[src/rtl/cp0_exc_ctrl_if.sv]
// cp0_exc_ctrl_if: pipeline <-> CP0 signal bundle.
//   master : pipeline side (M stage, D-stage NPC logic). Drives the
//            mfc0/mtc0 controls, victim PC/BD/ExcCode, HW interrupts and EXLClr.
//   slave  : CP0 side. Returns Dout, EPCOut and Req.
interface cp0_exc_ctrl_if;
    logic [4:0]  A1;         // mfc0 read register number
    logic [4:0]  A2;         // mtc0 write register number
    logic [31:0] Din;        // mtc0 write data
    logic        We;         // mtc0 write enable
    logic [31:0] VPC;        // victim PC of the M-stage instruction
    logic        BDIn;       // M-stage instruction is in a delay slot
    logic [4:0]  ExcCodeIn;  // M-stage exception code or EXC_NULL
    logic [5:0]  HWInt;      // level-sensitive external interrupts
    logic        EXLClr;     // eret committing in M
    logic [31:0] Dout;       // mfc0 read data
    logic [31:0] EPCOut;     // EPC for the eret NPC path
    logic        Req;        // take-trap request

    modport master (
        output A1, A2, Din, We, VPC, BDIn, ExcCodeIn, HWInt, EXLClr,
        input  Dout, EPCOut, Req
    );

    modport slave (
        input  A1, A2, Din, We, VPC, BDIn, ExcCodeIn, HWInt, EXLClr,
        output Dout, EPCOut, Req
    );
endinterface

[src/rtl/cp0_exc_ctrl.sv]
// cp0_exc_ctrl: coprocessor-0 exception responder beside the M stage.
//   Holds SR (12), Cause (13), EPC (14) and a read-only PrID (15).
//   Decides combinationally whether to trap (Req), and on a trapping edge
//   latches EXL, BD, ExcCode and EPC. Serves mfc0 reads and mtc0 writes.
// Ports:
//   Clk    clock, rising edge
//   Rst_n  asynchronous active-low reset
//   bus    cp0_exc_ctrl_if.slave (A1, A2, Din, We, VPC, BDIn, ExcCodeIn,
//          HWInt, EXLClr in; Dout, EPCOut, Req out)
// Build option:
//   CP0_EPC_FWD_EN  when defined, EPCOut forwards a same-cycle mtc0 EPC write
//                   so eret can follow mtc0 EPC without a stall.
module cp0_exc_ctrl #(
    parameter logic [4:0]  EXC_NULL = 5'd0,
    parameter logic [31:0] PRID_VAL = 32'h2021_0007
) (
    input logic          Clk,
    input logic          Rst_n,
    cp0_exc_ctrl_if.slave bus
);

    localparam logic [4:0] REG_SR    = 5'd12;
    localparam logic [4:0] REG_CAUSE = 5'd13;
    localparam logic [4:0] REG_EPC   = 5'd14;
    localparam logic [4:0] REG_PRID  = 5'd15;
    localparam logic [4:0] EXC_INT   = 5'd0;

    logic [5:0]  im_q, im_d;
    logic        exl_q, exl_d;
    logic        ie_q, ie_d;
    logic        bd_q, bd_d;
    logic [5:0]  ip_q, ip_d;
    logic [4:0]  exc_code_q, exc_code_d;
    logic [31:0] epc_q, epc_d;   // bits [1:0] are held at 0

    logic        int_req;
    logic        exc_req;
    logic        req;
    logic [31:0] sr_val;
    logic [31:0] cause_val;
    logic [31:0] vpc_adj;
    logic [31:0] din_word;

    always_comb begin
        sr_val    = {16'd0, im_q, 8'd0, exl_q, ie_q};
        cause_val = {bd_q, 15'd0, ip_q, 3'd0, exc_code_q, 2'd0};

        int_req = (|(bus.HWInt & im_q)) & ie_q & ~exl_q;
        exc_req = (bus.ExcCodeIn != EXC_NULL) & ~exl_q;
        req     = int_req | exc_req;

        // A delay-slot victim restarts at its branch, one word earlier.
        vpc_adj  = bus.BDIn ? (bus.VPC - 32'd4) : bus.VPC;
        din_word = {bus.Din[31:2], 2'b00};
    end

    always_comb begin
        im_d       = im_q;
        exl_d      = exl_q;
        ie_d       = ie_q;
        bd_d       = bd_q;
        exc_code_d = exc_code_q;
        epc_d      = epc_q;
        ip_d       = bus.HWInt;

        if (req) begin
            // The trapping instruction does not commit: mtc0 and eret are ignored.
            exl_d      = 1'b1;
            bd_d       = bus.BDIn;
            exc_code_d = int_req ? EXC_INT : bus.ExcCodeIn;
            epc_d      = {vpc_adj[31:2], 2'b00};
        end else begin
            if (bus.We && (bus.A2 == REG_SR)) begin
                im_d  = bus.Din[15:10];
                exl_d = bus.Din[1];
                ie_d  = bus.Din[0];
            end
            if (bus.We && (bus.A2 == REG_EPC)) begin
                epc_d = din_word;
            end
            // Ordered after the SR write so eret wins for EXL only.
            if (bus.EXLClr) begin
                exl_d = 1'b0;
            end
        end
    end

    always_ff @(posedge Clk or negedge Rst_n) begin
        if (!Rst_n) begin
            im_q       <= '0;
            exl_q      <= 1'b0;
            ie_q       <= 1'b0;
            bd_q       <= 1'b0;
            ip_q       <= '0;
            exc_code_q <= '0;
            epc_q      <= '0;
        end else begin
            im_q       <= im_d;
            exl_q      <= exl_d;
            ie_q       <= ie_d;
            bd_q       <= bd_d;
            ip_q       <= ip_d;
            exc_code_q <= exc_code_d;
            epc_q      <= epc_d;
        end
    end

    always_comb begin
        case (bus.A1)
            REG_SR:    bus.Dout = sr_val;
            REG_CAUSE: bus.Dout = cause_val;
            REG_EPC:   bus.Dout = epc_q;
            REG_PRID:  bus.Dout = PRID_VAL;
            default:   bus.Dout = 32'd0;
        endcase
    end

`ifdef CP0_EPC_FWD_EN
    assign bus.EPCOut = (bus.We && (bus.A2 == REG_EPC) && !req) ? din_word : epc_q;
`else
    assign bus.EPCOut = epc_q;
`endif

    assign bus.Req = req;

endmodule

[src/flat_wrapper.sv]
// flat-port wrapper written by rule: the top's interface ports become plain ports
module cp0_exc_ctrl_flat 
#(
    parameter logic [4:0]  EXC_NULL = 5'd0,
    parameter logic [31:0] PRID_VAL = 32'h2021_0007
)
  (Clk, Rst_n, bus_A1, bus_A2, bus_Din, bus_We, bus_VPC, bus_BDIn, bus_ExcCodeIn, bus_HWInt, bus_EXLClr, bus_Dout, bus_EPCOut, bus_Req);
  cp0_exc_ctrl_if bus_i ();
  input logic Clk;
  input logic Rst_n;
  input wire logic [$bits(bus_i.A1)-1:0] bus_A1;
  input wire logic [$bits(bus_i.A2)-1:0] bus_A2;
  input wire logic [$bits(bus_i.Din)-1:0] bus_Din;
  input wire logic [$bits(bus_i.We)-1:0] bus_We;
  input wire logic [$bits(bus_i.VPC)-1:0] bus_VPC;
  input wire logic [$bits(bus_i.BDIn)-1:0] bus_BDIn;
  input wire logic [$bits(bus_i.ExcCodeIn)-1:0] bus_ExcCodeIn;
  input wire logic [$bits(bus_i.HWInt)-1:0] bus_HWInt;
  input wire logic [$bits(bus_i.EXLClr)-1:0] bus_EXLClr;
  output wire logic [$bits(bus_i.Dout)-1:0] bus_Dout;
  output wire logic [$bits(bus_i.EPCOut)-1:0] bus_EPCOut;
  output wire logic [$bits(bus_i.Req)-1:0] bus_Req;
  assign bus_i.A1 = bus_A1;
  assign bus_i.A2 = bus_A2;
  assign bus_i.Din = bus_Din;
  assign bus_i.We = bus_We;
  assign bus_i.VPC = bus_VPC;
  assign bus_i.BDIn = bus_BDIn;
  assign bus_i.ExcCodeIn = bus_ExcCodeIn;
  assign bus_i.HWInt = bus_HWInt;
  assign bus_i.EXLClr = bus_EXLClr;
  assign bus_Dout = bus_i.Dout;
  assign bus_EPCOut = bus_i.EPCOut;
  assign bus_Req = bus_i.Req;
  cp0_exc_ctrl #(.EXC_NULL(EXC_NULL), .PRID_VAL(PRID_VAL)) u_core (.Clk(Clk), .Rst_n(Rst_n), .bus(bus_i));
endmodule
[config.mk]
export PLATFORM = sky130hd
export DESIGN_NAME = cp0_exc_ctrl_flat
export DESIGN_NICKNAME = d
export VERILOG_FILES = /design/src/rtl/cp0_exc_ctrl_if.sv /design/src/rtl/cp0_exc_ctrl.sv /design/src/flat_wrapper.sv
export SDC_FILE = /design/constraint.sdc
export NUM_CORES = 1
export LEC_CHECK = 0
export ABC_AREA = 1
export BUFFER_PORTS_ARGS = -buffer_cell sky130_fd_sc_hd__buf_4
export CORE_UTILIZATION = 49
export DETAILED_ROUTE_END_ITERATION = 16
export PLACE_DENSITY = 0.82
export SLEW_MARGIN = 20
export SYNTH_ARGS = -nofsm -noshare
export SYNTH_HDL_FRONTEND = slang
export SYNTH_SLANG_ARGS = --single-unit
export TNS_END_PERCENT = 1
[constraint.sdc]
create_clock -name Clk -period 1.9 [get_ports Clk]
set_input_delay 0.38 -clock Clk [delete_from_list [all_inputs] [get_ports Clk]]
set_output_delay 0.38 -clock Clk [all_outputs]
set_load 0.02 [all_outputs]
==> flow_summary.yaml, run 1 <==
synth:
  ys_top_cells_by_count: "168 x nand2_1, 86 x nor2_1, 82 x inv_1"
  ys_types: 36
  synth_area_leaders: "dfrtp_1 35%, nand2_1 17%, nor2_1 8.9%, inv_1 8.5%, nand3_1 5.0%"
  avgSynthCellArea_um2: 6.560
  ys_seq_elements: 50
  synth.most_common_cell: "nand2_1"
  netlist_area_um2: 3621
  yosysTopAreaCell: "dfrtp_1"
  ys_seq_area_share_pct: 34.55
  synth_top_area_share_pct: 34.55
  synth_cells: 552
  ys_warn_count: 0
  async_flop_share_pct: 100.0
  synth_ff_type: "dfrtp_1"
  synth_edf_count: 0
global_route:
  grt-ovfl-total: 0
  track_usage_pct: 29.11
  grt_start_max_net_pins: 51
  grt_first_pass_wirelength_mm: 17.51
  first_global_vias: 3760
  antenna_found_initial: 0
placement:
  hpwlAfterDp_mm: 8.949
  placedCellCount: 794
  gp_congestion: 0.9749
  placed_cell_area_um2: 4836
  place.port_buffers: 150
sta:
  period_needed_ns: 1.794
  slew_headroom_pct: 56.82
  hold_viol_final: 0
  finalSetupViolations: 0
  max_freq_mhz: 557.3
  tightest_slew_ns: 0.6477
  finalSetupTns_ns: 0
  layout_worst_path_cycle_share_pct: 94.44
  rsz0062_at_grt: "no"
  fin_skew_ns: 0.01273
  slew_violations: 0
floorplanning:
  die_height_um: 87.97
  die_area_um2: 7738
  rows: 30
  core_um2: 6982
  start_util_pct: 51.86
  die_x_um: 87.97
  pin_count: 155
critical_path:
  path_max_fanout: 16
  path_class: "flop to output pin"
  start_kind: "flop"
  arrival_ns: 1.41
  critPathCaptureType: "output pin"
  cp.required_ns: 1.52
drt:
  wire_per_inst_um: 13.82
  drt_first_pass_iters: 5
  routed_wl_mm: 11.13
  vias: 4093
  viasPerCell: 5.084
  ant_nets: 0
  drtIter0Drc: 217
  drcViolationCount: 0
status:
  status: "complete, no violations"
clock_network:
  clk_latency_ns: 0.31
  clockBufferDepth: 2
  path_clk_slew_ns: 0.09
  clock_sinks: 50
  cts_tree: "done"
  cts-htree-levels: 2
  ctsHoldBuffers: 0
  cts_buffers: 5
  clock-root-buffer: "clkbuf_8"
final_layout:
  synthToLayoutAreaGrowth_pct: 37.15
  layout-drive-gt1-share_pct: 27.50
  nFillCells: 648
  antenna_cells: 0
  final_nets: 799
  stdcell_area_um2: 4966
  instances_no_fill: 805
power:
  share_clk_of_total_power_pct: 11.4
  power.internal_mw: 3.089
  comb_power_share_pct: 56.1
  leakage_nw: 2.745
  powerDensity_nw_per_um2: 1161
  p_sw_mw: 2.675
  peakVddDrop_uv: 614.1
  p_sw_share_pct: 46.41
  p_seq_share_pct: 32.5
hold_path:
  min_path_type: "input port to async pin"
run:
  maxCapViolCount: 0
==> logic make-up after synthesis <==
family	share of synthesized area, %
AO/OA/AOI/OAI	9.848
XOR/XNOR	4.112
adder cells (fa/ha/maj)	0.3455
buffers and inverters	13.06
flip-flops	34.55
other	0.1036
AND/OR/NAND/NOR	37.97
==> through the flow <==
stage	power (mW)	setup slack, ns	util (%)	hold WS (ns)
after floorplan	3.922	0.2550	-	0.08441
after global placement	4.933	0.05704	69.27	0.4410
after detailed placement	5.021	0.04596	69.27	0.4430
after CTS	5.679	0.005271	70.63	0.1214
after global routing	6.177	0.008428	71.13	0.1402
final	5.764	0.1056	71.13	0.08773
==> worst max-delay path, stage by stage (launching register included) <==
cell and delay, ns:
dfrtp_1 0.39, nand2_1 0.06, nand2_1 0.05, a21oi_2 0.13
nand2_2 0.09, nand3_4 0.10, nand2_8 0.12, buf_6 0.17
==> cells in the final DEF (no fill, tap or decap), types with 4 or more instances in the layout <==
master,count
nand2_1,168
buf_4,164
nor2_1,86
inv_1,82
dfrtp_1,50
nand3_1,36
o21ai_1,34
o21ai_0,15
xor2_1,13
nand4_1,8
clkbuf_8,6
o221ai_1,5
nor2_4,4
xnor2_1,4
==> what timing repair did <==
| item | in CTS | in global routing |
|---|---|---|
| gates resized for setup | 0 | 2 |
| setup endpoints to repair | 0 | 1 |
| buffers inserted | 0 | 3 |
==> flip-flops by register name, summed over array words and instances, names as in the netlist <==
signal / count
u_core.bd_q: 1
u_core.exl_q: 1
u_core.exc_code_q: 5
u_core.ip_q: 6
u_core.im_q: 6
u_core.bus.EPCOut: 30
u_core.ie_q: 1
==> power groups by stage <==
stage	sequential, mW	clock, mW	combinational, mW
CTS	1.87	0.662	3.15
global route	1.91	0.709	3.56
finish	1.87	0.658	3.23
detailed placement	1.89	0	3.13
global placement	1.87	0	3.07
floorplan	2.23	0	1.69
==> metal layers <==
metal	wire length (um)	global-route usage [%]	up-vias
met5	0	0	-
met4	148	5.961	0
met3	715	3.770	12
met2	5160	48.13	175
met1	5105	40.86	1889
li1	-	-	2017
==> final cells by class <==
cell class	instances	area [um^2]	share of cell area (%)
clock buffers	6	82.58	1.663
clock inverters	2	12.51	0.2520
inverters	86	327.8	6.601
multi-input cells	399	1909	38.45
flip-flops and latches	50	1251	25.20
well taps	96	120.1	2.419
repair buffers	166	1262	25.42
==> final timing paths <==
path / startpoint / to / slack [ns] / depth (start not counted)
max: u_core.im_q[1] / bus_Req / 0.11 / 7
min: Rst_n / u_core.bus.EPCOut[13] / 0.09 / 1
max reg2reg: u_core.im_q[1] / u_core.bus.EPCOut[24] / 0.28 / 11
min reg2reg: u_core.bus.EPCOut[29] / u_core.bus.EPCOut[29] / 0.53 / 2
max in group asynchronous: Rst_n / u_core.bus.EPCOut[28] / 1.37 / 1
min in group Clk: bus_HWInt[3] / u_core.ip_q[3] / 0.18 / 1
Power figures use the tool's default switching activity.
==> run 2: changes to the inputs <==
Settings changed: CORE_UTILIZATION 49 to 44, PLACE_DENSITY 0.82 to 0.78, SKIP_LAST_GASP from default to 1.
Clock period 1.9 ns to 1.5 ns, I/O delays scaled along.
==> flow_summary.yaml, run 2 (synthesized netlist as in run 1, its figures left out) <==
floorplanning:
  die_height_um: 92.72
  start_util_pct: 46.14
  pin_count: 155
  die_area_um2: 8596
  rows: 32
  die_x_um: 92.72
  core_um2: 7848
final_layout:
  layout-drive-gt1-share_pct: 30.55
  largest_reg_flops: 30
  fin_util_pct: 67.25
  regArea_um2: 1251
  layout_common_cells: "193 x buf_4, 168 x nand2_1, 86 x nor2_1"
  final_nets: 834
  nFillCells: 734
  stdcell_area_um2: 5278
  antenna_cells: 0
  synthToLayoutAreaGrowth_pct: 45.75
  layout_commonest_cell: "buf_4"
  instances_no_fill: 845
  multi_input_area_um2: 1909
global_route:
  use_met2_pct: 48.64
  first_global_vias: 3985
  antenna_found_initial: 0
  track_usage_pct: 27.86
  grt_start_max_net_pins: 51
  grt_first_pass_wirelength_mm: 18.66
  grt-ovfl-total: 0
  met3_usage_pct: 3.202
  grt.busiest_layer: "met2"
  grtUsageMet1_pct: 36.97
power:
  powerDensity_nw_per_um2: 1430
  leakage_nw: 2.924
  peakVddDrop_uv: 835.6
drt:
  drt_first_pass_iters: 7
  routed_wl_mm: 11.88
  wire_per_inst_um: 14.05
  vias: 4200
  drcViolationCount: 0
  drtIter0Drc: 172
  ant_nets: 0
  viasPerCell: 4.970
sta:
  slew_violations: 0
  max_freq_mhz: 573.7
  postLayoutSetupSlackWorst_ns: -0.2432
  period_needed_ns: 1.743
  finalSetupViolations: 57
  hold_viol_final: 0
  layout_worst_path_cycle_share_pct: 116.2
  rsz0062_at_grt: "yes"
  fin_skew_ns: 0.007491
  hold_ws_ns: 0.1032
  finalSetupTns_ns: -5.683
run:
  maxCapViolCount: 0
hold_path:
  min_path_type: "input port to flop"
critical_path:
  path_class: "flop to output pin"
  cp.required_ns: 1.20
  start_kind: "flop"
  path_max_fanout: 2
  critPathCaptureType: "output pin"
  arrival_ns: 1.44
status:
  status: "finished with violations"
  violations: "setup timing"
placement:
  hpwlAfterDp_mm: 9.650
  placedCellCount: 835
  gp_congestion: 0.9283
  placed_cell_area_um2: 5156
  place.port_buffers: 150
clock_network:
  clock-root-buffer: "clkbuf_8"
  clk_latency_ns: 0.30
  path_clk_slew_ns: 0.10
  cts_buffers: 5
  clock_sinks: 50
  cts_tree: "done"
  clockBufferDepth: 2
  cts-htree-levels: 2
-- run 2: cell types whose count changed in the layout (fill, tap and decap cells not counted), sizes merged --
cell	change
dlygate4sd3	+1
buf	+34
clkinv	-1
-- run 2: layout make-up --
type | instances | share of cell area (%)
clock buffers | 6 | 1.375
multi-input cells | 399 | 36.18
inverters | 86 | 6.211
repair buffers | 201 | 29.97
flip-flops and latches | 50 | 23.71
clock inverters | 1 | 0.1422
well taps | 102 | 2.418
-- run 2: metal layers --
layer / wire [um] / part of all wire [%]
met1: 5316 / 45
met2: 5705 / 48
met3: 691 / 5.8
met4: 162 / 1.4
met5: 0 / 0
-- run 2: power breakdown --
| group | switching [mW] | internal (mW) | leakage [nW] |
|---|---|---|---|
| registers | 0.423 | 1.97 | 0.576 |
| clock network | 0.457 | 0.321 | 0.0373 |
| logic | 2.58 | 1.80 | 2.31 |
-- run 2: repair_timing --
| item | 4_1_cts | 5_1_grt |
|---|---|---|
| pin swaps | 3 | 3 |
| setup buffers | 1 | 1 |
| endpoints found under the hold margin | 50 | 0 |
| setup endpoints to repair | 41 | 74 |
| hold buffers | 1 | 0 |
| resized for setup | 4 | 1 |
-- run 2: final timing paths --
check / startpoint / end / slack [ns] / depth (start not counted)
min in group asynchronous: Rst_n / u_core.bus.EPCOut[8] / 0.51 / 3
setup reg to reg: u_core.im_q[1] / u_core.bus.EPCOut[9] / -0.19 / 11
hold reg to reg: u_core.bus.EPCOut[17] / u_core.bus.EPCOut[17] / 0.51 / 2
max in group asynchronous: Rst_n / u_core.bus.EPCOut[25] / 0.74 / 3
hold / removal: bus_HWInt[3] / u_core.ip_q[3] / 0.10 / 1
setup / recovery: u_core.im_q[1] / bus_Req / -0.24 / 8
-- run 2: through the flow --
| stage | total power [mW] | setup WS [ns] |
|---|---|---|
| after floorplan | 4.967 | 0.01500 |
| after global placement | 6.565 | -0.1087 |
| after detailed placement | 6.672 | -0.1766 |
| after CTS | 7.537 | -0.2450 |
| after global routing | 8.088 | -0.2916 |
| final | 7.548 | -0.2432 |
-- run 2: worst max-delay path, stage by stage, from the launching register on --
cell	delay, ns
dfrtp_1	0.39
nand2_1	0.08
nand2_1	0.07
a21oi_2	0.14
nand2_2	0.08
nand3_4	0.09
nand2_8	0.05
buf_6	0.12
buf_6	0.12
==> run 3: changes to the inputs <==
Settings changed: ABC_AREA 1 to default, CORE_UTILIZATION 44 to 43, PLACE_DENSITY 0.78 to 0.77.
==> flow_summary.yaml, run 3 <==
synth:
  ys_types: 45
  netlist_area_um2: 3427
  synth.most_common_cell: "dfrtp_1"
  async_flop_share_pct: 100.0
  synth_cells: 374
  avgSynthCellArea_um2: 9.163
  ys_warn_count: 0
  synth_area_leaders: "dfrtp_1 37%, mux2i_1 11%, nor4_1 4.6%, o31a_1 3.8%, nor2_1 3.7%"
  synth_top_area_share_pct: 36.51
  ys_seq_elements: 50
  synth_ff_type: "dfrtp_1"
  yosysTopAreaCell: "dfrtp_1"
  ys_seq_area_share_pct: 36.51
  synth_edf_count: 0
  ys_top_cells_by_count: "50 x dfrtp_1, 37 x mux2i_1, 34 x nor2_1"
sta:
  slew_headroom_pct: 58.71
  layout_worst_path_cycle_share_pct: 129.0
  hold_ws_ns: 0.008715
  finalSetupTns_ns: -11.75
  rsz0062_at_grt: "yes"
  fin_skew_ns: 0.004089
  postLayoutSetupSlackWorst_ns: -0.4346
  period_needed_ns: 1.935
  slew_violations: 0
  tightest_slew_ns: 0.6193
  finalSetupViolations: 70
  max_freq_mhz: 516.9
  hold_viol_final: 0
global_route:
  grt-ovfl-total: 0
  antenna_found_initial: 0
  track_usage_pct: 27.89
  grt_first_pass_wirelength_mm: 18.45
  first_global_vias: 3850
  grt_start_max_net_pins: 51
drt:
  ant_nets: 0
  drt_first_pass_iters: 5
  wire_per_inst_um: 16.44
  drcViolationCount: 0
  viasPerCell: 5.517
  vias: 3917
  routed_wl_mm: 11.67
  drtIter0Drc: 241
power:
  peakVddDrop_uv: 541.6
  powerDensity_nw_per_um2: 1262
  leakage_nw: 2.662
floorplanning:
  core_um2: 7727
  die_area_um2: 8331
  start_util_pct: 44.35
  rows: 32
  pin_count: 155
  die_x_um: 91.28
  die_height_um: 91.28
critical_path:
  arrival_ns: 2.16
  path_class: "input port to flop"
  reg2reg_to: "u_core.bus.EPCOut[25]"
  cp_cell_sequence: "buf_6, or4_4, or4_4, or4_4, a31oi_1"
  critPathCaptureType: "flop"
  slowest_delay_ns: 0.55
  path_max_fanout: 5
  cp.required_ns: 1.72
  rr_worst_depth: 6
  r2r_slack_ns: -0.33
  crit_top_cell: "or4_4"
  r2r-start: "u_core.im_q[0]"
  crit_slowest_cell: "or4_4"
  start_kind: "input port"
final_layout:
  layout-drive-gt1-share_pct: 45.89
  antenna_cells: 0
  synthToLayoutAreaGrowth_pct: 61.92
  final_nets: 698
  largest_reg_flops: 30
  layout_commonest_cell: "buf_4"
  multi_input_area_um2: 2103
  nFillCells: 596
  layout_common_cells: "246 x buf_4, 50 x dfrtp_1, 37 x mux2i_1"
  stdcell_area_um2: 5549
  regArea_um2: 1251
placement:
  placed_cell_area_um2: 5354
  place.port_buffers: 150
  gp_congestion: 0.9213
  hpwlAfterDp_mm: 9.589
clock_network:
  cts_buffers: 5
  path_clk_slew_ns: 0.09
  clk_latency_ns: 0.29
  clock-root-buffer: "clkbuf_8"
  cts-htree-levels: 2
  cts_tree: "done"
  clock_sinks: 50
  clockBufferDepth: 2
hold_path:
  min_path_type: "input port to async pin"
status:
  status: "finished with violations"
  violations: "setup timing"
run:
  maxCapViolCount: 0
-- run 3: metrics by stage --
step                      setup WS (ns)  util [%]  total power [mW]  std cells
after floorplan                 -0.6035         -             4.217        375
after CTS                       -0.4377     71.28             6.932        707
after detailed placement        -0.8208     69.28             6.000        698
after global placement          -0.7633     69.28             5.888        698
final                           -0.4346     71.81             7.005        710
after global routing            -0.4733     71.81             7.397        710
-- run 3: cell type report --
| class | count | area share, % |
|---|---|---|
| Tap cell | 102 | 2.300 |
| Multi-Input combinational cell | 291 | 37.90 |
| Inverter | 7 | 0.4735 |
| Clock buffer | 5 | 1.240 |
| Clock inverter | 3 | 0.7215 |
| Timing Repair Buffer | 252 | 34.81 |
| Sequential cell | 50 | 22.55 |
-- run 3: cells by family (layout without fill, tap and decap cells) --
family | count (synthesis) | count (layout) | synth area share [%]
flip-flops | 50 | 50 | 36.51
adder cells (fa/ha/maj) | 1 | 1 | 0.3650
buffers and inverters | 34 | 267 | 4.016
XOR/XNOR | 14 | 14 | 3.578
AND/OR/NAND/NOR | 156 | 156 | 27.13
AO/OA/AOI/OAI | 73 | 73 | 14.86
other | 1 | 2 | 0.1094
multiplexers | 45 | 45 | 13.44
-- run 3: worst max path at each step --
stage	from	end	slack (ns)	depth (start not counted)
after floorplan	bus_VPC[12]	u_core.bus.EPCOut[29]	-0.60	4
after global placement	bus_VPC[12]	u_core.bus.EPCOut[29]	-0.76	5
after detailed placement	bus_VPC[12]	u_core.bus.EPCOut[21]	-0.82	6
after CTS	bus_VPC[5]	u_core.bus.EPCOut[29]	-0.44	5
after global routing	bus_VPC[5]	u_core.bus.EPCOut[29]	-0.47	5
final	bus_VPC[5]	u_core.bus.EPCOut[29]	-0.43	5
-- run 3: repair_timing --
item                       in CTS  in global routing
hold endpoints to repair        0                  0
pin swaps                       6                  4
hold buffers                    0                  0
setup buffers                   1                  3
setup endpoints to repair      69                 74
resized for setup               8                  3
-- run 3: worst max-delay path: cells and delay by family --
| kind | cells | cell delay [ns] |
|---|---|---|
| AO/OA/AOI/OAI | 1 | 0.14 |
| buffers and inverters | 1 | 0.09 |
| AND/OR/NAND/NOR | 3 | 1.63 |
-- run 3: where the power goes --
group	switching, mW	internal [mW]	leakage, nW	total (mW)
Sequential	0.499	1.91	0.587	2.41
Combinational	1.86	1.81	2.02	3.67
Clock	0.430	0.491	0.0579	0.921
Total	2.79	4.21	2.66	7.00
-- run 3: per-layer routing --
layer | GRT usage, % | wire [um] | vias to the layer above
met5 | 0 | 0 | -
met4 | 8.201 | 158 | 0
met3 | 2.429 | 466 | 10
met2 | 52.08 | 6186 | 107
met1 | 33.88 | 4860 | 1910
li1 | - | - | 1890
